<file path="config.mk">
export PLATFORM = sky130hd
export DESIGN_NAME = data_cache
export DESIGN_NICKNAME = d
export VERILOG_FILES = /design/src/rtl/dcache_pkg.sv /design/src/rtl/dcache_store.sv /design/src/rtl/data_cache.sv
export SDC_FILE = /design/constraint.sdc
export NUM_CORES = 1
export LEC_CHECK = 0
export ABC_AREA = 1
export BUFFER_PORTS_ARGS = -buffer_cell sky130_fd_sc_hd__buf_4
export CAP_MARGIN = 30
export CORE_MARGIN = 5
export CORE_UTILIZATION = 50
export CTS_BUF_LIST = sky130_fd_sc_hd__clkbuf_4
export CTS_CLUSTER_DIAMETER = 200
export DETAILED_ROUTE_END_ITERATION = 6
export GPL_TIMING_DRIVEN = 0
export PLACE_DENSITY_LB_ADDON = 0.12
export SLEW_MARGIN = 20
export SYNTH_ARGS = -nofsm -noshare
export SYNTH_HDL_FRONTEND = slang
export SYNTH_SLANG_ARGS = --single-unit
</file>
<file path="constraint.sdc">
create_clock -name CLK -period 2.1 [get_ports CLK]
set_input_delay 0.315 -clock CLK [delete_from_list [all_inputs] [get_ports CLK]]
set_output_delay 0.315 -clock CLK [all_outputs]
set_load 0.02 [all_outputs]
</file>
<file path="src/rtl/dcache_pkg.sv">
// Shared constants and state encoding for the direct-mapped data cache.
package dcache_pkg;

    localparam int TAG_W   = 3;
    localparam int IDX_W   = 3;
    localparam int OFF_W   = 2;
    localparam int BLOCK_W = 32;

    typedef logic [1:0] state_t;

    localparam state_t S_IDLE      = 2'd0;
    localparam state_t S_WRITEBACK = 2'd1;
    localparam state_t S_FETCH     = 2'd2;
    localparam state_t S_UPDATE    = 2'd3;

endpackage

</file>
<file path="src/rtl/dcache_store.sv">
// Line storage for the data cache: valid/dirty bits (async cleared),
// tags and data (never cleared), combinational hit and byte select,
// a byte write port for store hits and a full-line fill port.
module dcache_store
    import dcache_pkg::*;
#(
    parameter int TW = TAG_W,
    parameter int IW = IDX_W,
    parameter int OW = OFF_W,
    parameter int BW = BLOCK_W
) (
    input  logic          clk_i,
    input  logic          rst_ni,
    input  logic [IW-1:0] idx_i,
    input  logic [TW-1:0] tag_i,
    input  logic [OW-1:0] off_i,
    input  logic          byte_we_i,
    input  logic [7:0]    byte_wdata_i,
    input  logic          fill_we_i,
    input  logic [BW-1:0] fill_data_i,
    output logic          hit_o,
    output logic          line_dirty_o,
    output logic [TW-1:0] line_tag_o,
    output logic [BW-1:0] line_data_o,
    output logic [7:0]    byte_o
);

    localparam int LINES = 1 << IW;

    logic [LINES-1:0] valid_q;
    logic [LINES-1:0] dirty_q;
    logic [TW-1:0]    tag_q  [LINES];
    logic [BW-1:0]    data_q [LINES];

    // Valid/dirty bookkeeping; a fill always leaves the line clean.
    always_ff @(posedge clk_i or negedge rst_ni) begin
        if (!rst_ni) begin
            valid_q <= '0;
            dirty_q <= '0;
        end else if (fill_we_i) begin
            valid_q[idx_i] <= 1'b1;
            dirty_q[idx_i] <= 1'b0;
        end else if (byte_we_i) begin
            dirty_q[idx_i] <= 1'b1;
        end
    end

    // Tag and data arrays carry no reset; valid bits gate their use.
    always_ff @(posedge clk_i) begin
        if (fill_we_i) begin
            tag_q[idx_i]  <= tag_i;
            data_q[idx_i] <= fill_data_i;
        end else if (byte_we_i) begin
            data_q[idx_i][{off_i, 3'b000} +: 8] <= byte_wdata_i;
        end
    end

    assign hit_o        = valid_q[idx_i] & (tag_q[idx_i] == tag_i);
    assign line_dirty_o = valid_q[idx_i] & dirty_q[idx_i];
    assign line_tag_o   = tag_q[idx_i];
    assign line_data_o  = data_q[idx_i];
    assign byte_o       = data_q[idx_i][{off_i, 3'b000} +: 8];

endmodule

</file>
<file path="src/rtl/data_cache.sv">
// Direct-mapped, write-back, write-allocate data cache. Hits are served
// combinationally; misses stall the CPU through BUSYWAIT while the FSM
// writes back a dirty victim, fetches the new block and installs it.
//
// Handshakes: the CPU holds READ/WRITE/ADDRESS/WRITEDATA stable while
// BUSYWAIT is high and the access completes at the first rising edge
// with BUSYWAIT low. Toward memory, MEM_READ/MEM_WRITE stay high for the
// whole transfer and the transfer completes at the rising edge where
// MEM_BUSYWAIT is low; the two requests are never high together.
module data_cache
    import dcache_pkg::*;
#(
    parameter int ADDR_W      = 8,
    parameter int NUM_BLOCKS  = 8,
    parameter int BLOCK_BYTES = 4
) (
    input  logic                                      CLK,
    input  logic                                      RESET,
    input  logic                                      READ,
    input  logic                                      WRITE,
    input  logic [ADDR_W-1:0]                         ADDRESS,
    input  logic [7:0]                                WRITEDATA,
    output logic [7:0]                                READDATA,
    output logic                                      BUSYWAIT,
    output logic                                      MEM_READ,
    output logic                                      MEM_WRITE,
    output logic [ADDR_W-$clog2(BLOCK_BYTES)-1:0]     MEM_ADDRESS,
    output logic [8*BLOCK_BYTES-1:0]                  MEM_WRITEDATA,
    input  logic [8*BLOCK_BYTES-1:0]                  MEM_READDATA,
    input  logic                                      MEM_BUSYWAIT,
    output state_t                                    DBG_STATE
);

    localparam int OFF_B  = $clog2(BLOCK_BYTES);
    localparam int IDX_B  = $clog2(NUM_BLOCKS);
    localparam int TAG_B  = ADDR_W - IDX_B - OFF_B;
    localparam int LINE_B = 8 * BLOCK_BYTES;

    logic [TAG_B-1:0]  addr_tag;
    logic [IDX_B-1:0]  addr_idx;
    logic [OFF_B-1:0]  addr_off;

    logic              hit;
    logic              line_dirty;
    logic [TAG_B-1:0]  line_tag;
    logic [LINE_B-1:0] line_data;
    logic [7:0]        rd_byte;
    logic              byte_we;
    logic              fill_we;

    state_t            state_q, state_d;
    logic [LINE_B-1:0] fill_q, fill_d;
    logic [7:0]        readdata_q, readdata_d;

    assign addr_tag = ADDRESS[ADDR_W-1 -: TAG_B];
    assign addr_idx = ADDRESS[OFF_B +: IDX_B];
    assign addr_off = ADDRESS[OFF_B-1:0];

    // Store hits only land while idle; the fill happens in UPDATE.
    assign byte_we = (state_q == S_IDLE) & WRITE & hit;
    assign fill_we = (state_q == S_UPDATE);

    dcache_store #(
        .TW (TAG_B),
        .IW (IDX_B),
        .OW (OFF_B),
        .BW (LINE_B)
    ) u_store (
        .clk_i        (CLK),
        .rst_ni       (RESET),
        .idx_i        (addr_idx),
        .tag_i        (addr_tag),
        .off_i        (addr_off),
        .byte_we_i    (byte_we),
        .byte_wdata_i (WRITEDATA),
        .fill_we_i    (fill_we),
        .fill_data_i  (fill_q),
        .hit_o        (hit),
        .line_dirty_o (line_dirty),
        .line_tag_o   (line_tag),
        .line_data_o  (line_data),
        .byte_o       (rd_byte)
    );

    // Miss handling sequence and capture of the fetched block.
    always_comb begin
        state_d = state_q;
        fill_d  = fill_q;
        case (state_q)
            S_IDLE: begin
                if ((READ | WRITE) & ~hit) begin
                    state_d = line_dirty ? S_WRITEBACK : S_FETCH;
                end
            end
            S_WRITEBACK: begin
                if (!MEM_BUSYWAIT) state_d = S_FETCH;
            end
            S_FETCH: begin
                if (!MEM_BUSYWAIT) begin
                    state_d = S_UPDATE;
                    fill_d  = MEM_READDATA;
                end
            end
            S_UPDATE: state_d = S_IDLE;
            default:  state_d = S_IDLE;
        endcase
    end

    // Memory-side outputs decoded from state; the victim address comes
    // from the stored tag so it does not follow ADDRESS.
    always_comb begin
        MEM_READ      = 1'b0;
        MEM_WRITE     = 1'b0;
        MEM_ADDRESS   = '0;
        MEM_WRITEDATA = '0;
        if (state_q == S_WRITEBACK) begin
            MEM_WRITE     = 1'b1;
            MEM_ADDRESS   = {line_tag, addr_idx};
            MEM_WRITEDATA = line_data;
        end else if (state_q == S_FETCH) begin
            MEM_READ    = 1'b1;
            MEM_ADDRESS = {addr_tag, addr_idx};
        end
    end

    // Load data follows the hit byte and otherwise holds its last value.
    always_comb begin
        readdata_d = readdata_q;
        if (READ & hit) readdata_d = rd_byte;
    end

    // State, fetched block and held load byte; reset abandons any transfer.
    always_ff @(posedge CLK or negedge RESET) begin
        if (!RESET) begin
            state_q    <= S_IDLE;
            fill_q     <= '0;
            readdata_q <= '0;
        end else begin
            state_q    <= state_d;
            fill_q     <= fill_d;
            readdata_q <= readdata_d;
        end
    end

    assign READDATA  = readdata_d;
    assign BUSYWAIT  = (state_q != S_IDLE) | ((READ | WRITE) & ~hit);
    assign DBG_STATE = state_q;

endmodule

</file>
==> impl_metrics.json, run 1 <==
{
  "violations": "design-rule violations, negative setup slack",
  "synth_fp_nets": 1405,
  "async_flop_share": 0.172,
  "route.detailed.drc": 1,
  "power_frac_clock": 0.282,
  "drtIter0Drc": 1463,
  "cp_slowest_cell": "clkbuf_4",
  "powerDensity_mw_per_mm2": 1050,
  "criticalPathCategory": "primary input to output pin",
  "pre_cts_slack_ns": -1.35,
  "stdcell_area_mm2": 0.0201,
  "fmax_mhz": 363,
  "yosys.area.top_type": "edfxtp_1",
  "synth_top_area_share": 0.578,
  "coreArea_mm2": 0.0287,
  "status": "finished with violations",
  "hold_viol_final": 0,
  "cp.arrival_ns": 2.44,
  "portBuffers": 101,
  "clock-sinks": 338,
  "placed_area_mm2": 0.0164,
  "layout-drive-gt1-share": 0.340,
  "cpPeakStageDelay_ns": 0.28,
  "nets": 1709,
  "syn2layout_area_growth_pct": 38.0,
  "synth_edf_count": 280,
  "wl_per_cell_um": 23.4,
  "htreeDepth": 3,
  "combinationalPowerShare": 0.288,
  "sw_frac_of_total": 0.317,
  "internal-power_uw": 14400,
  "crit_family": "buffers and inverters",
  "clockBufferDepth": 3,
  "synth_area_per_cell_um2": 10.8,
  "ios": 104,
  "start_util": 0.507,
  "crit_fanout": 10,
  "rsz0062_at_grt": "true",
  "tightestPinTransition_ns": 0.875,
  "grtUsageTotal": 0.289,
  "chipHeight_um": 181,
  "first_global_vias": 11430,
  "slew_viol_final": 0,
  "first_pass_iters": 7,
  "ir_worst_vdd_mv": 0.755,
  "critPathRequiredTime_ns": 1.78,
  "yosys-top-cells-area": "edfxtp_1, nand2_1, dfrtp_1",
  "synth_common_cells": "nand2_1, edfxtp_1, a21oi_1",
  "tritoncts": "done",
  "synth_ff_type": "edfxtp_1",
  "yosys_warnings": 0,
  "grt_max_degree": 59,
  "dieArea_mm2": 0.0326,
  "drv_cap": 0,
  "die_x_um": 181,
  "critPathBufInv": 6,
  "hp-class": "primary input to flop",
  "avgViaCountPerCell": 5.70,
  "timing.slew.headroom": 0.417,
  "power.switching_uw": 6690,
  "layout_min_cycle_time_ns": 2.75,
  "place_hpwl_um": 31300,
  "grt_antenna_before_repair": 3,
  "grt.overflow.total": 0,
  "ys_seq_area_frac": 0.677,
  "final_core_util": 0.700,
  "dr_total_vias": 11921,
  "cts-root-buf": "clkbuf_4",
  "clk_latency_ns": 0.73,
  "synthDistinctLibCells": 28,
  "post-synth-top-count-cell": "nand2_1",
  "clk_pin_slew_ns": 0.07,
  "setup_viol": 559,
  "totalWireLength_um": 48800,
  "grt_pass1_wl_um": 70400,
  "ant_nets": 0,
  "p_leak_uw": 0.00782,
  "synth-seq-cells": 338,
  "pwr-share-seq": 0.430,
  "gp_congestion": 0.905,
  "num_rows": 62,
  "clock_skew_ns": 0.0461,
  "cts_buffers": 87,
  "path_cells": "buf_4 -> inv_1 -> buf_4 -> clkbuf_4 -> clkbuf_4 -> nand2_1 -> a21oi_1 -> o21ai_0 -> nand3_1 -> nand3_1 -> nand2_1 -> nand3_1 -> nand2_1 -> buf_4",
  "synthCells": 1342,
  "synthesis.area_mm2": 0.0146,
  "setup_ws_ns": -0.655,
  "post-route-period-util": 1.31,
  "critPathLaunchType": "primary input",
  "endpoint_kind": "output pin"
}
sequential cells by signal (all words and copies together) (netlist names), named ones only:
name,count
u_store.valid_q,8
fill_q,32
readdata_q,8
DBG_STATE,2
u_store.tag_q,24
u_store.data_q,256
final timing paths:
check,end,slack (ns),startpoint,depth (start not counted)
max in group asynchronous,DBG_STATE[0]$_DFFE_PN0P_,1.26,RESET,2
setup / recovery,READDATA[6],-0.65,ADDRESS[2],14
setup reg to reg,u_store.data_q[3][10]$_DFFE_PP_,-0.44,u_store.valid_q[0]$_DFFE_PN0P_,16
hold / removal,u_store.data_q[6][25]$_DFFE_PP_,0.14,WRITEDATA[1],3
min in group asynchronous,u_store.valid_q[3]$_DFFE_PN0P_,0.22,RESET,2
hold reg to reg,u_store.valid_q[7]$_DFFE_PN0P_,0.47,u_store.valid_q[7]$_DFFE_PN0P_,1
area by class of cell:
| type | instances | area (µm²) |
|---|---|---|
| Tap cell | 384 | 480 |
| Clock inverter | 13 | 136 |
| Antenna cell | 2 | 5.00 |
| Fill cell | 2045 | 8620 |
| Timing Repair Buffer | 217 | 2440 |
| Sequential cell | 338 | 9860 |
| Inverter | 54 | 225 |
| Buffer | 70 | 601 |
| Clock buffer | 134 | 1010 |
| Multi-Input combinational cell | 878 | 5330 |
per-layer routing:
metal / global-route usage / up-vias / routed length [µm]
met1: 0.395 / 5693 / 18700
met3: 0.0614 / 134 / 5100
met4: 0.110 / 0 / 1880
met5: 0 / - / 0
met2: 0.459 / 758 / 23200
li1: - / 5336 / -
metrics by stage:
stage | TNS (ns) | hold slack [ns] | cells | total power (µW)
after floorplan | -3.08 | 0.0194 | 1342 | 11800
after global placement | -496.91 | 0.439 | 1827 | 13500
after detailed placement | -513.97 | 0.441 | 1827 | 13600
after CTS | -157.73 | 0.0780 | 2064 | 20700
after global routing | -232.61 | 0.137 | 2089 | 21900
final | -175.53 | 0.137 | 2090 | 21100
what timing repair did:
action	CTS	global route
buffers inserted	53	24
setup endpoints to repair	611	562
hold endpoints to repair	116	0
cloned	2	1
hold buffers	37	0
pin swaps	36	25
resized for setup	218	53
power by group through the flow:
stage	registers, µW	logic (µW)	clock network [µW]
floorplan	9100	2710	0
global placement	9180	4330	0
detailed placement	9210	4420	0
CTS	9060	5720	5960
global route	9150	6400	6360
finish	9080	6080	5950
layout by cell type, fill, tap and decap left out, types with 12 or more instances in the layout:
| cell type | instances |
|---|---|
| a21oi_1 | 65 |
| o21ai_2 | 12 |
| a21oi_4 | 41 |
| nand2_1 | 406 |
| edfxtp_1 | 280 |
| buf_4 | 102 |
| a21oi_2 | 17 |
| nand2_2 | 29 |
| nor2_1 | 39 |
| dlygate4sd3_1 | 37 |
| buf_12 | 43 |
| clkbuf_4 | 143 |
| o21ai_0 | 43 |
| dfrtp_1 | 57 |
| mux2_2 | 32 |
| nand3_1 | 60 |
| inv_1 | 44 |
| nand4_1 | 37 |
| buf_6 | 55 |
| o21ai_4 | 23 |
| clkbuf_1 | 12 |
logic make-up after synthesis:
kind of cell    synth area share
mux                       0.0248
buf+inv                   0.0348
flops                      0.677
compound gates            0.0779
simple gates               0.176
fa+ha+maj                0.00860
worst reg2reg max path, delay by kind of cell, from the launching register on:
kind / cells / cell delay, ns
and+or+nand+nor: 8 / 0.67
buffers and inverters: 6 / 0.65
DFF: 1 / 0.33
AOI/OAI and AO/OA: 2 / 0.53
Note: power is estimated with default switching activity, not from simulation.
==> run 2: changes to the inputs <==
--- a/config.mk
+++ b/config.mk
@@ -6,7 +6,7 @@
 export NUM_CORES = 1
 export LEC_CHECK = 0
 export ABC_AREA = 1
-export BUFFER_PORTS_ARGS = -buffer_cell sky130_fd_sc_hd__buf_4
+export BUFFER_PORTS_ARGS = -buffer_cell sky130_fd_sc_hd__buf_2
 export CAP_MARGIN = 30
 export CORE_MARGIN = 5
 export CORE_UTILIZATION = 50
==> impl_metrics.json, run 2 (same netlist as run 1, synthesis figures left out) <==
{
  "setup_viol": 590,
  "clk_latency_ns": 0.73,
  "portBuffers": 101,
  "pwr-share-seq": 0.431,
  "cp.arrival_ns": 2.65,
  "grtUsageMet2": 0.459,
  "crit_fanout": 10,
  "path_cells": "buf_2 -> inv_1 -> buf_4 -> nand2_4 -> clkinv_2 -> buf_4 -> nand2_1 -> nand2_1 -> nor2_1 -> nand3_1 -> nand3_1 -> nand2_1 -> nand3_1 -> nand2_2 -> buf_6",
  "criticalPathCategory": "primary input to output pin",
  "largest_reg_flops": 256,
  "placed_area_mm2": 0.0162,
  "final_common_cell": "nand2_1",
  "ant_nets": 0,
  "place_hpwl_um": 31400,
  "post-route-period-util": 1.41,
  "top_usage_layer": "met2",
  "cts_buffers": 89,
  "regMostFlops": "u_store.data_q",
  "mostFrequentLayoutCells": "nand2_1, edfxtp_1, clkbuf_4",
  "powerDensity_mw_per_mm2": 1040,
  "use_met1": 0.388,
  "reg_top3": "u_store.data_q: 256 flops, fill_q: 32 flops, u_store.tag_q: 24 flops",
  "grt.overflow.total": 0,
  "fillers": 1970,
  "drv_cap": 0,
  "clock_skew_ns": 0.0408,
  "cp_slowest_cell": "nand3_1",
  "layout-drive-gt1-share": 0.343,
  "setup_ws_ns": -0.863,
  "layout_min_cycle_time_ns": 2.96,
  "internal-power_uw": 14300,
  "grt_antenna_before_repair": 2,
  "clk_pin_slew_ns": 0.07,
  "ios": 104,
  "final-seq-area_mm2": 0.00986,
  "hp-class": "primary input to flop",
  "combinationalPowerShare": 0.290,
  "rsz0062_at_grt": "true",
  "totalWireLength_um": 50400,
  "start_util": 0.507,
  "tritoncts": "done",
  "slew_viol_final": 0,
  "nets": 1720,
  "stdcell_area_mm2": 0.0203,
  "chipHeight_um": 181,
  "drtIter0Drc": 1266,
  "holdWs_ns": 0.116,
  "sw_frac_of_total": 0.323,
  "status": "finished with violations",
  "coreArea_mm2": 0.0287,
  "clockBufferDepth": 3,
  "tightestPinTransition_ns": 0.945,
  "die_x_um": 181,
  "crit_family": "simple AND/OR/NAND/NOR gates",
  "first_global_vias": 11575,
  "ir_worst_vdd_mv": 0.755,
  "grt_max_degree": 51,
  "endpoint_kind": "output pin",
  "first_pass_iters": 5,
  "power_frac_clock": 0.279,
  "clock-sinks": 338,
  "violations": "negative setup slack",
  "power.switching_uw": 6830,
  "critPathRequiredTime_ns": 1.78,
  "multi_input_comb_area_mm2": 0.00548,
  "cpPeakStageDelay_ns": 0.31,
  "fmax_mhz": 338,
  "syn2layout_area_growth_pct": 39.2,
  "p_leak_uw": 0.00787,
  "dieArea_mm2": 0.0326,
  "globalRouteMet3Util": 0.0672,
  "grt_pass1_wl_um": 71000,
  "critPathLaunchType": "primary input",
  "timing.slew.headroom": 0.370,
  "gp_congestion": 0.906,
  "grtUsageTotal": 0.292,
  "wl_per_cell_um": 23.9,
  "finalPower_uw": 21100,
  "num_rows": 62,
  "route.detailed.drc": 0,
  "dr_total_vias": 12093,
  "htreeDepth": 3,
  "avgViaCountPerCell": 5.74,
  "critPathBufInv": 6,
  "cts-root-buf": "clkbuf_4",
  "hold_viol_final": 0
}
run 2: path summary, 6_finish.rpt:
kind                                                start                         endpoint  slack (ns)  cells past startpoint
setup / recovery                               ADDRESS[2]                      READDATA[1]       -0.86                     15
hold / removal                               WRITEDATA[1]  u_store.data_q[1][25]$_DFFE_PP_        0.12                      3
setup reg to reg            u_store.tag_q[5][1]$_DFFE_PP_  u_store.data_q[4][17]$_DFFE_PP_       -0.38                     15
hold reg to reg            u_store.valid_q[5]$_DFFE_PN0P_   u_store.valid_q[5]$_DFFE_PN0P_        0.47                      1
max in group asynchronous                           RESET          readdata_q[0]$_DFF_PN0_        1.16                      3
min in group asynchronous                           RESET   u_store.valid_q[3]$_DFFE_PN0P_        0.15                      3
run 2: layer usage:
metal  routed length (µm)  share of wire
met4                 2320          0.046
met5                    0              0
met3                 5840           0.12
met1                18800           0.37
met2                23400           0.46
run 2: area by class of cell:
| cell class | count | area share |
|---|---|---|
| Antenna cell | 2 | 0.000247 |
| Buffer | 68 | 0.0277 |
| Clock buffer | 128 | 0.0474 |
| Clock inverter | 27 | 0.00939 |
| Inverter | 54 | 0.0113 |
| Multi-Input combinational cell | 878 | 0.270 |
| Sequential cell | 338 | 0.487 |
| Tap cell | 384 | 0.0237 |
| Timing Repair Buffer | 228 | 0.123 |
run 2: what timing repair did:
item                                   in CTS  in global routing
setup endpoints to repair                 614                590
gates resized for setup                   260                 90
buffers inserted                           66                 17
pin swaps                                  49                 49
gates cloned                                3                  5
hold buffers                               38                  0
endpoints found under the hold margin     116                  0
run 2: worst register-to-register path, delay by kind of cell (launching register included):
| kind | cells | cell delay [ns] |
|---|---|---|
| buffers and inverters | 6 | 0.79 |
| AND/OR/NAND/NOR | 7 | 0.65 |
| flip-flops | 1 | 0.39 |
| AO/OA/AOI/OAI | 2 | 0.34 |
run 2: power by group through the flow:
stage	Sequential (µW)	Combinational (µW)	Clock, µW
after floorplan	9100	2710	0
after global placement	9180	4150	0
after detailed placement	9220	4250	0
after CTS	9080	5620	5890
after global routing	9160	6420	6340
final	9110	6120	5890
run 2: per-stage QoR:
step	instances	util	setup WS, ns	setup TNS, ns
6_report	2107	0.706	-0.863	-162.43
5_1_grt	2106	0.706	-0.873	-234.98
4_1_cts	2088	0.685	-0.659	-85.37
3_5_place_dp	1828	0.565	-1.38	-525.82
3_3_place_gp	1827	0.564	-1.34	-508.23
2_1_floorplan	1342	-	-0.0496	-3.08
